--- src/rtl/cpu_pkg.sv ---
// cpu_pkg: shared opcodes, ALU encodings, FSM states and instruction field positions
package cpu_pkg;
  typedef enum logic [3:0] {
    OP_NOP  = 4'h0,
    OP_ADD  = 4'h1,
    OP_AND  = 4'h2,
    OP_OR   = 4'h3,
    OP_SUB  = 4'h4,
    OP_LI   = 4'h5,
    OP_ADDI = 4'h6,
    OP_BEQZ = 4'h7,
    OP_JMP  = 4'h8,
    OP_HALT = 4'hF
  } opcode_e;
  localparam logic [1:0] ALU_AND = 2'b00;
  localparam logic [1:0] ALU_OR  = 2'b01;
  localparam logic [1:0] ALU_ADD = 2'b10;
  localparam logic [1:0] ALU_SUB = 2'b11;
  typedef enum logic [2:0] {
    S_IDLE,
    S_FETCH,
    S_WAIT,
    S_EXEC,
    S_WB,
    S_HALTED
  } state_e;
  localparam int OP_LSB  = 12;
  localparam int RD_LSB  = 8;
  localparam int RS1_LSB = 4;
  localparam int RS2_LSB = 0;
  localparam int IMM_LSB = 0;
endpackage

--- src/rtl/cpu_decoder.sv ---
// cpu_decoder: opcode to ALU controls and instruction class flags
module cpu_decoder
  import cpu_pkg::*;
(
  input  logic [3:0] op,
  output logic       alu_src,
  output logic [1:0] alu_ctrl,
  output logic       writes_rd,
  output logic       is_branch,
  output logic       is_jump,
  output logic       is_halt,
  output logic       illegal
);
  logic is_rtype;
  always_comb begin
    is_rtype  = op == OP_ADD || op == OP_AND || op == OP_OR || op == OP_SUB;
    writes_rd = is_rtype || op == OP_LI || op == OP_ADDI;
    alu_src   = op == OP_LI || op == OP_ADDI;
    alu_ctrl  = op == OP_AND ? ALU_AND :
                op == OP_SUB ? ALU_SUB :
                (op == OP_OR || op == OP_LI || op == OP_BEQZ) ? ALU_OR : ALU_ADD;
    is_branch = op == OP_BEQZ;
    is_jump   = op == OP_JMP;
    is_halt   = op == OP_HALT;
    illegal   = op >= 4'h9 && op <= 4'hE;
  end
endmodule

--- src/rtl/cpu_controller.sv ---
// cpu_controller: multi-cycle fetch/decode/execute sequencer driving the reg_file_alu datapath
module cpu_controller
  import cpu_pkg::*;
#(
  parameter int DATA_W   = 8,
  parameter int RADDR_W  = 4,
  parameter int PC_W     = 8,
  parameter int IMEM_LAT = 1
) (
  input  logic               CLK,
  input  logic               RST_N,
  input  logic               start,
  output logic               instr_rd,
  output logic [PC_W-1:0]    instr_addr,
  input  logic [15:0]        instr_data,
  input  logic               Zero,
  output logic [RADDR_W-1:0] RA1,
  output logic [RADDR_W-1:0] RA2,
  output logic [RADDR_W-1:0] WA,
  output logic [DATA_W-1:0]  immediate,
  output logic               write_enable,
  output logic               ALUsrc,
  output logic [1:0]         ALUControl,
  output logic               busy,
  output logic               halted,
  output logic               illegal_op,
  output logic [PC_W-1:0]    pc
);
  state_e      state, state_n;
  logic [1:0]  lat_cnt;
  logic [15:0] ir, dec_in;
  logic [3:0]  op, rd, rs1, rs2;
  logic [7:0]  imm8;
  logic        wait_done, idle_start;
  logic        alu_src, writes_rd, is_branch, is_jump, is_halt, illegal;
  logic [1:0]  alu_ctrl;
  logic [PC_W-1:0] pc_next;
  // Operand outputs are loaded on the edge entering EXEC, so decode the ROM word directly in WAIT
  assign dec_in     = state == S_WAIT ? instr_data : ir;
  assign op         = dec_in[OP_LSB +: 4];
  assign rd         = dec_in[RD_LSB +: 4];
  assign rs1        = dec_in[RS1_LSB +: 4];
  assign rs2        = dec_in[RS2_LSB +: 4];
  assign imm8       = dec_in[IMM_LSB +: 8];
  assign wait_done  = lat_cnt == 2'(IMEM_LAT - 1);
  assign idle_start = (state == S_IDLE || state == S_HALTED) && start;
  assign pc_next    = (is_jump || (is_branch && Zero)) ? PC_W'(imm8) : pc + PC_W'(1);
  assign instr_addr = pc;
  cpu_decoder u_dec (
    .op        (op),
    .alu_src   (alu_src),
    .alu_ctrl  (alu_ctrl),
    .writes_rd (writes_rd),
    .is_branch (is_branch),
    .is_jump   (is_jump),
    .is_halt   (is_halt),
    .illegal   (illegal)
  );
  always_comb begin
    state_n = state;
    unique case (state)
      S_IDLE, S_HALTED: state_n = start ? S_FETCH : state;
      S_FETCH:          state_n = S_WAIT;
      S_WAIT:           state_n = wait_done ? S_EXEC : S_WAIT;
      S_EXEC:           state_n = is_halt ? S_HALTED : writes_rd ? S_WB : S_FETCH;
      S_WB:             state_n = S_FETCH;
      default:          state_n = S_IDLE;
    endcase
  end
  always_ff @(posedge CLK or negedge RST_N) begin
    if (!RST_N) begin
      state        <= S_IDLE;
      lat_cnt      <= '0;
      ir           <= '0;
      pc           <= '0;
      instr_rd     <= 1'b0;
      RA1          <= '0;
      RA2          <= '0;
      WA           <= '0;
      immediate    <= '0;
      write_enable <= 1'b0;
      ALUsrc       <= 1'b0;
      ALUControl   <= '0;
      busy         <= 1'b0;
      halted       <= 1'b0;
      illegal_op   <= 1'b0;
    end else begin
      state        <= state_n;
      instr_rd     <= state_n == S_FETCH;
      busy         <= !(state_n == S_IDLE || state_n == S_HALTED);
      halted       <= state_n == S_HALTED;
      lat_cnt      <= state == S_WAIT ? lat_cnt + 2'd1 : 2'd0;
      write_enable <= state == S_EXEC && writes_rd && rd != 4'd0;
      if (idle_start) pc <= '0;
      if (state == S_WAIT && wait_done) begin
        ir <= instr_data;
        if (writes_rd || is_branch) begin
          RA1        <= op == OP_LI ? '0 : (op == OP_ADDI || is_branch) ? RADDR_W'(rd) : RADDR_W'(rs1);
          RA2        <= is_branch ? '0 : RADDR_W'(rs2);
          WA         <= RADDR_W'(rd);
          immediate  <= DATA_W'(imm8);
          ALUsrc     <= alu_src;
          ALUControl <= alu_ctrl;
        end
      end
      if (state == S_EXEC) begin
        illegal_op <= illegal_op | illegal;
        if (!writes_rd && !is_halt) pc <= pc_next;
      end
      if (state == S_WB) pc <= pc + PC_W'(1);
    end
  end
endmodule

--- config.mk ---
export PLATFORM = sky130hd
export DESIGN_NAME = cpu_controller
export DESIGN_NICKNAME = d
export VERILOG_FILES = /design/src/rtl/cpu_pkg.sv /design/src/rtl/cpu_decoder.sv /design/src/rtl/cpu_controller.sv
export SDC_FILE = /design/constraint.sdc
export NUM_CORES = 1
export LEC_CHECK = 0
export ABC_AREA = 1
export CAP_MARGIN = 5
export CORE_MARGIN = 1
export CORE_UTILIZATION = 35
export DETAILED_ROUTE_END_ITERATION = 10
export SETUP_SLACK_MARGIN = 0.15
export SYNTH_ARGS = -nofsm -noshare
export SYNTH_HDL_FRONTEND = slang
export SYNTH_SLANG_ARGS = --single-unit
--- constraint.sdc ---
create_clock -name CLK -period 1.95 [get_ports CLK]
set_input_delay 0.195 -clock CLK [delete_from_list [all_inputs] [get_ports CLK]]
set_output_delay 0.195 -clock CLK [all_outputs]
set_load 0.005 [all_outputs]
==> run metrics, run 1 <==
Total GRT Usage 18.1%; R2R depth 11; Area Growth Syn to Fin 43.1%; vias after detailed routing 2767; Worst EP required 2.17 ns; f_max 563 MHz; endpoints failing setup 0; Core Area 8260 sq um; die width 94.5 um; Cells after Synth 374; register area share after synthesis 47.7%; Max Slew Vio Count 0; commonest non-fill, non-tap cell in the layout nand2_1; area leader, netlist dfrtp_1; r2r setup slk 0.17 ns; outcome finished, final reports clean; Async S/R FF share, synth 100%; Synth top area share 47.7%; Hold Fails Final Rpt 0; Detailed Routing Iterations Pass 1 4; H-tree Lvls 3; VDD IR-drop max 0.739 mV; Worst Path Max Fanout 6; vias in the first global route 2544; CTS Sinks 57; WL final 7.77 mm; RSZ-0062 raised after global routing true; Worst R2R Start state[1]; initial DRC count 170; max_slew headroom 68.0%; leakage 0.00207 uW; input/output buffers 63; crit end category register; synth warn 0; most frequent cells in the layout nand2_1 (121), clkdlybuf4s50_1 (62), dfrtp_1 (55); WS Path Type register to register; dpl hpwl 5.41 mm; setup tns final 0 ns; Num CTS Buffers 9; DRC viols 0; top-level port count 64; Clock Path Buffers 2; Least-Margin Pin Slew 0.481 ns; FP Rows 33; Congestion Overflow GR 0; top cells by area, synth dfrtp_1 (48%), nand2_1 (17%), o21ai_0 (6.5%); Placement Cell Area 3810 sq um; initial antenna violation count 0; Root Driver clkbuf_8; DR WL/cell 13.4 um; latest clock arrival within the worst-skew pair 0.34 ns; CP arrival 2.00 ns; Final Wtd Congestion 0.830; n_diodes 0; Initial Utilization 36.2%; die height 94.5 um; final net count 491; Final ANT Viol Nets 0; period utilization 91.1%; fin crit period 1.78 ns; Post-synth EDFFs 0; Critical R2R Capture instr_addr[1]; first-pass GRT wire length 12.3 mm; Via density 4.78; fin area 4280 sq um; layout cells sized above 1 20.9%; #FFs+latches synth 57; largest net degree at the start of global routing 25; most used flip-flop cell after synthesis dfrtp_1; Distinct cells, synth 34; full die area 8920 sq um; pwr dens 1810 nW/um^2; post-synthesis instance area 2990 sq um; Hold WC Path Type primary input to asynchronous set/reset pin; synthesized area per cell 8.00 sq um; maxcap violations 0; worst clock skew 0.00914 ns; Post-Syn Nets 396; Clock Pin Slew Worst Setup and Hold Paths 0.07 ns; CTS tree built; Core Util, Final 51.8%; Worst setup SP type register
==> cells in the mapped netlist (4+ instances only) <==
library cell / count
nor2_1: 14
xor2_1: 4
nand2_2: 5
buf_4: 8
inv_1: 32
buf_2: 4
mux2i_1: 4
nand4_1: 6
nand2_4: 4
nand3_1: 28
o21ai_0: 39
nand2_1: 132
inv_2: 5
nor2_2: 5
dfrtp_1: 57
==> power breakdown <==
group,switching (uW),internal (uW)
sequential,364,1710
clock,489,491
combinational,2510,2170
total,3360,4370
==> layer usage <==
metal / wire [um] / share of wire, % / global-route usage [%]
met1: 3590 / 46 / 24.3
met2: 3710 / 48 / 28.9
met3: 349 / 4.5 / 2.90
met4: 116 / 1.5 / 7.58
met5: 0 / 0 / 0
==> cell families after synthesis <==
group           share of synthesized area (%)
flops                                    47.7
buf+inv                                  8.45
fa+ha+maj                               0.836
xor+xnor                                 1.76
mux                                      1.34
compound gates                           8.57
simple gates                             31.4
==> registers in the layout, indices dropped and copies added (netlist names) <==
name,cells
RA1,4
halted,1
ALUControl,2
busy,1
illegal_op,1
instr_addr,8
state,3
instr_rd,1
immediate,8
lat_cnt,2
ir,16
ALUsrc,1
RA2,4
WA,4
write_enable,1
==> stage by stage <==
| step | power, uW | setup WS [ns] | instances | hold slack, ns |
|---|---|---|---|---|
| 2_1_floorplan | 4330 | 0.316 | 374 | -0.101 |
| 3_3_place_gp | 5870 | 0.105 | 549 | 0.174 |
| 3_5_place_dp | 5940 | 0.0542 | 549 | 0.174 |
| 4_1_cts | 7190 | 0.155 | 573 | 0.338 |
| 5_1_grt | 8370 | 0.0499 | 579 | 0.391 |
| 6_report | 7730 | 0.174 | 579 | 0.343 |
==> how the worst max path moves through the flow <==
stage,start,endpoint,slack [ns],depth (start not counted)
global route,state[1],instr_addr[2],0.05,11
detailed placement,state[2],instr_addr[4],0.05,11
finish,state[1],instr_addr[1],0.17,11
global placement,state[2],instr_addr[0],0.10,12
CTS,state[0],busy,0.15,11
floorplan,state[0],instr_addr[5],0.32,12
==> final cells by class <==
| type | instances | area [sq um] |
|---|---|---|
| Inverter | 38 | 150 |
| Clock buffer | 11 | 141 |
| Clock inverter | 5 | 31.3 |
| Sequential cell | 57 | 1430 |
| Tap cell | 105 | 131 |
| Fill cell | 796 | 3980 |
| Multi-Input combinational cell | 266 | 1470 |
| Timing Repair Buffer | 97 | 923 |
==> critical path: stages, from the launching register on <==
cell     delay, ns
dfrtp_2       0.43
inv_2         0.09
nor2_4        0.18
nand3_1       0.12
nand2_2       0.14
nand3_1       0.13
nand3_4       0.16
nand2_4       0.09
inv_2         0.09
nand3_1       0.08
nand3_1       0.09
nand2_1       0.06
==> repair_timing <==
| action | 4_1_cts | 5_1_grt |
|---|---|---|
| pin swaps | 6 | 22 |
| endpoints found under the hold margin | 19 | 0 |
| hold buffers | 1 | 0 |
| gates resized for setup | 10 | 40 |
| endpoints found under the setup margin | 15 | 23 |
| buffers inserted | 5 | 5 |
| cloned | 2 | 1 |
(Power assumes the default switching activity.)
==> run 2: changes to the inputs <==
CORE_MARGIN = 2   (was 1)
==> run 2 against run 1 <==
Sequential share of layout area grew 0.53 points. Sequential power is essentially flat. Fmax grew 0.54%. Cell count shrank 1.4%. Total power shrank 2.2%.
==> run metrics, run 2 (synthesis gave the netlist of run 1 again) <==
outcome finished, final reports clean; DRC viols 0; Num CTS Buffers 9; H-tree Lvls 3; vias after detailed routing 2697; fin crit period 1.77 ns; vias in the first global route 2423; FP Rows 33; full die area 9300 sq um; Area Growth Syn to Fin 40.7%; Final Non-Filler Cells 571; Worst Path Max Fanout 5; Hold Fails Final Rpt 0; CTS Sinks 57; Critical R2R Capture instr_addr[4]; Clock Pin Slew Worst Setup and Hold Paths 0.07 ns; Worst R2R Start state[2]; f_max 566 MHz; layout cells sized above 1 18.9%; Hold WC Path Type primary input to asynchronous set/reset pin; top-level port count 64; dpl hpwl 5.45 mm; met2 usage 25.8%; RSZ-0062 raised after global routing true; Final Wtd Congestion 0.835; r2r setup slk 0.18 ns; input/output buffers 63; most frequent cells in the layout nand2_1 (121), clkdlybuf4s50_1 (62), dfrtp_1 (56); Core Util, Final 51.0%; Initial Utilization 36.2%; most used routing layer met2; largest net degree at the start of global routing 28; die height 96.5 um; Clock Path Buffers 2; Top Family by Delay on Critical Path simple AND/OR/NAND/NOR gates; initial antenna violation count 0; met1 Usage GRT 23.3%; Max Slew Vio Count 0; DR WL/cell 12.9 um; Total GRT Usage 16.9%; commonest non-fill, non-tap cell in the layout nand2_1; grt met3 use 3.41%; leakage 0.00204 uW; Final ANT Viol Nets 0; first-pass GRT wire length 11.8 mm; crit end category register; WL final 7.39 mm; final net count 483; maxcap violations 0; period utilization 90.6%; CTS tree built; R2R depth 11; most flop-heavy register ir; crit path buf inv count 3; Largest stage delay, worst path 0.43 ns; VDD IR-drop max 0.753 mV; CP Cell Sequence inv_2 > buf_4 > nand4_1 > nand2_2 > nand3_1 > nand3_4 > buf_4 > nand2_4 > o21ai_4 > nand2_1 > nand2_1; max reg flops 16; initial DRC count 113; Detailed Routing Iterations Pass 1 4; endpoints failing setup 0; CP arrival 2.04 ns; Worst EP required 2.23 ns; worst clock skew 0.00847 ns; Core Area 8260 sq um; WS Path Type register to register; die width 96.5 um; setup tns final 0 ns; pwr dens 1800 nW/um^2; Least-Margin Pin Slew 0.507 ns; Root Driver clkbuf_8; n_diodes 0; Via density 4.72; Pwr Total 7560 uW; Congestion Overflow GR 0; Worst setup SP type register; max_slew headroom 66.2%; dpl cells 543; CP max-delay cell dfrtp_1; latest clock arrival within the worst-skew pair 0.33 ns
[run 2: cell types whose count changed in the layout (fill, tap and decap cells not counted), sizes merged]
| cell | before | now |
|---|---|---|
| nand2 | 143 | 142 |
| bufinv | 0 | 1 |
| clkinv | 6 | 3 |
| clkinvlp | 1 | 2 |
| clkbuf | 11 | 12 |
| buf | 34 | 27 |
[run 2: report_power, final]
| part | total, uW | switching [uW] | leakage [uW] | internal, uW |
|---|---|---|---|---|
| registers | 2070 | 362 | 0.000722 | 1710 |
| logic | 4320 | 2350 | 0.00121 | 1960 |
| clock network | 1170 | 477 | 0.000105 | 692 |
| total | 7560 | 3190 | 0.00204 | 4370 |
[run 2: through the flow]
stage / hold slack, ns / setup slack, ns / area (sq um)
floorplan: -0.101 / 0.316 / 2990
global placement: 0.199 / 0.0556 / 3780
detailed placement: 0.205 / 0.0410 / 3780
CTS: 0.385 / 0.143 / 4050
global route: 0.423 / 0.0530 / 4210
finish: 0.361 / 0.184 / 4210
[run 2: metal layers]
layer,part of all wire (%),vias to the layer above
met5,0,-
met4,1.8,0
met3,4.5,13
met2,46,65
met1,47,1252
li1,-,1367
[run 2: final cells by class]
cell class                      instances  area [sq um]
Sequential cell                        57          1430
Inverter                               38           150
Tap cell                              105           131
Timing Repair Buffer                   90           851
Clock buffer                           12           165
Fill cell                             846          4050
Clock inverter                          4          50.0
Multi-Input combinational cell        265          1440
[run 2: timing repair]
item / in CTS / in global routing
pin swaps: 2 / 10
gates resized for setup: 10 / 29
hold endpoints to repair: 21 / 0
setup buffers: 0 / 9
hold buffers: 1 / 0
cloned: 1 / 1
endpoints found under the setup margin: 17 / 30
[run 2: worst reg2reg max path, delay by kind of cell (launching register included)]
kind            cells  cell delay [ns]
compound gates      1             0.17
buf+inv             3             0.41
flops               1             0.43
simple gates        7             0.71
[run 2: how the worst max path moves through the flow]
stage	start	to	cells past startpoint	slack, ns
floorplan	state[0]	instr_addr[5]	12	0.32
global placement	instr_data[14]	instr_addr[1]	10	0.06
detailed placement	state[1]	busy	11	0.04
CTS	state[0]	busy	11	0.14
global route	state[2]	instr_addr[7]	11	0.05
finish	state[2]	instr_addr[4]	11	0.18
==> run 3: changes to the inputs <==
CORE_UTILIZATION = 45   (was 35)
PLACE_DENSITY = 0.72   (was default)
==> run 3 against run 2 <==
Global-route usage increased by 3.7 points. Register-to-register slack got worse by 0.02 ns. Core utilization increased by 16 points. Highest routed layer unchanged. Via count increased by 1.5%. Critical path type unchanged.
==> run metrics, run 3 (synthesis gave the netlist of run 1 again) <==
Worst R2R Start state[0]; R2R depth 11; die height 85.5 um; NetSw 3390 uW; most frequent cells in the layout nand2_1 (117), clkdlybuf4s50_1 (62), dfrtp_1 (55); max_slew headroom 68.9%; most flop-heavy register ir; Setup Slack @ Placement 0.0727 ns; max reg flops 16; period utilization 91.6%; latest clock arrival within the worst-skew pair 0.34 ns; vias in the first global route 2444; endpoints failing setup 0; DRC viols 0; Critical R2R Capture busy; CTS tree built; CP dominant cell by count nand2_2; Final Wtd Congestion 0.863; Least-Margin Pin Slew 0.461 ns; Max Slew Vio Count 0; Worst setup SP type register; switching share of power 43.3%; full die area 7320 sq um; n_diodes 0; maxcap violations 0; DR WL/cell 13.7 um; Congestion Overflow GR 0; CP arrival 2.02 ns; final net count 482; top-level port count 64; initial antenna violation count 0; Num CTS Buffers 9; Area Growth Syn to Fin 43.0%; clock network power share 15.6%; Detailed Routing Iterations Pass 1 4; Hold Fails Final Rpt 0; r2r setup slk 0.16 ns; Clock Pin Slew Worst Setup and Hold Paths 0.07 ns; FP Rows 29; CP Cell Sequence inv_4 > buf_6 > nand4_1 > nand2_4 > inv_1 > nand3_4 > nand2_1 > nand2_2 > nand2_2 > nand2_2 > o21ai_1; commonest non-fill, non-tap cell in the layout nand2_1; die width 85.5 um; Clock Path Buffers 2; pwr dens 1830 nW/um^2; combinational fraction of design power 57.7%; leakage 0.00206 uW; FILL cells 516; fin crit period 1.79 ns; dpl hpwl 5.09 mm; initial DRC count 250; worst clock skew 0.00917 ns; crit end category register; CTS Sinks 57; setup tns final 0 ns; Initial Utilization 46.8%; Root Driver clkbuf_8; RSZ-0062 raised after global routing true; Hold WC Path Type primary input to asynchronous set/reset pin; outcome finished, final reports clean; vias after detailed routing 2737; worst setup margin 0.163 ns; dpl cells 515; Core Area 6390 sq um; Worst EP required 2.18 ns; Int Power 4440 uW; Total GRT Usage 20.6%; first-pass GRT wire length 11.7 mm; H-tree Lvls 3; WS Path Type register to register; input/output buffers 63; largest net degree at the start of global routing 58; Via density 5.05; Seq pwr share 26.7%; layout cells sized above 1 21.3%; Largest stage delay, worst path 0.45 ns; Final Non-Filler Cells 542; f_max 560 MHz; CP max-delay cell dfrtp_2; Worst Path Max Fanout 8; WL final 7.42 mm; VDD IR-drop max 0.976 mV; Final ANT Viol Nets 0
## run 3: final cells by class
type | count | area (sq um) | share of cell area, %
Timing Repair inverter | 1 | 5.00 | 0.117
Multi-Input combinational cell | 265 | 1530 | 35.7
Clock inverter | 7 | 93.8 | 2.19
Sequential cell | 57 | 1430 | 33.4
Clock buffer | 9 | 124 | 2.90
Timing Repair Buffer | 88 | 847 | 19.8
Inverter | 38 | 155 | 3.63
Tap cell | 77 | 96.3 | 2.25
## run 3: worst max-delay path, delay by kind of cell, from the launching register on
family | cells | cell delay, ns
buffers and inverters | 3 | 0.33
DFF | 1 | 0.45
AOI/OAI and AO/OA | 1 | 0.06
and+or+nand+nor | 7 | 0.82
## run 3: worst max-delay path by stage
stage	from	slack, ns	cells past startpoint	to
2_1_floorplan	state[0]	0.32	12	instr_addr[5]
3_5_place_dp	instr_data[15]	0.07	10	instr_addr[1]
3_3_place_gp	instr_data[14]	0.08	10	instr_addr[1]
6_report	state[0]	0.16	11	busy
4_1_cts	state[2]	0.14	10	RA1[3]
5_1_grt	state[2]	0.05	12	instr_addr[2]
## run 3: layer usage
layer / vias up / track usage, % / part of all wire, %
met2: 73 / 31.6 / 49
met5: - / 0 / 0
met3: 13 / 3.75 / 3.8
met4: 0 / 8.23 / 2.2
met1: 1285 / 29.0 / 45
li1: 1366 / - / -
## run 3: what timing repair did
item                                    CTS  global route
hold buffers                              1             0
endpoints found under the setup margin   15            35
gates cloned                              0             3
pin swaps                                 0            23
gates resized for setup                   6            60
buffers inserted                          0             7
endpoints found under the hold margin    57             0
## run 3: power groups by stage
stage | registers, uW | clock network [uW] | logic, uW
floorplan | 2050 | 0 | 2280
CTS | 2060 | 1240 | 3810
finish | 2090 | 1220 | 4520
global placement | 2070 | 0 | 3660
global route | 2160 | 1300 | 4990
detailed placement | 2070 | 0 | 3740
## run 3: metrics by stage
stage / power [uW] / util, % / hold WS (ns) / area (sq um)
global route: 8450 / 67.0 / 0.413 / 4280
global placement: 5730 / 58.6 / 0.218 / 3740
CTS: 7110 / 62.5 / 0.391 / 3990
finish: 7830 / 67.0 / 0.370 / 4280
detailed placement: 5810 / 58.6 / 0.218 / 3740
floorplan: 4330 / - / -0.101 / 2990
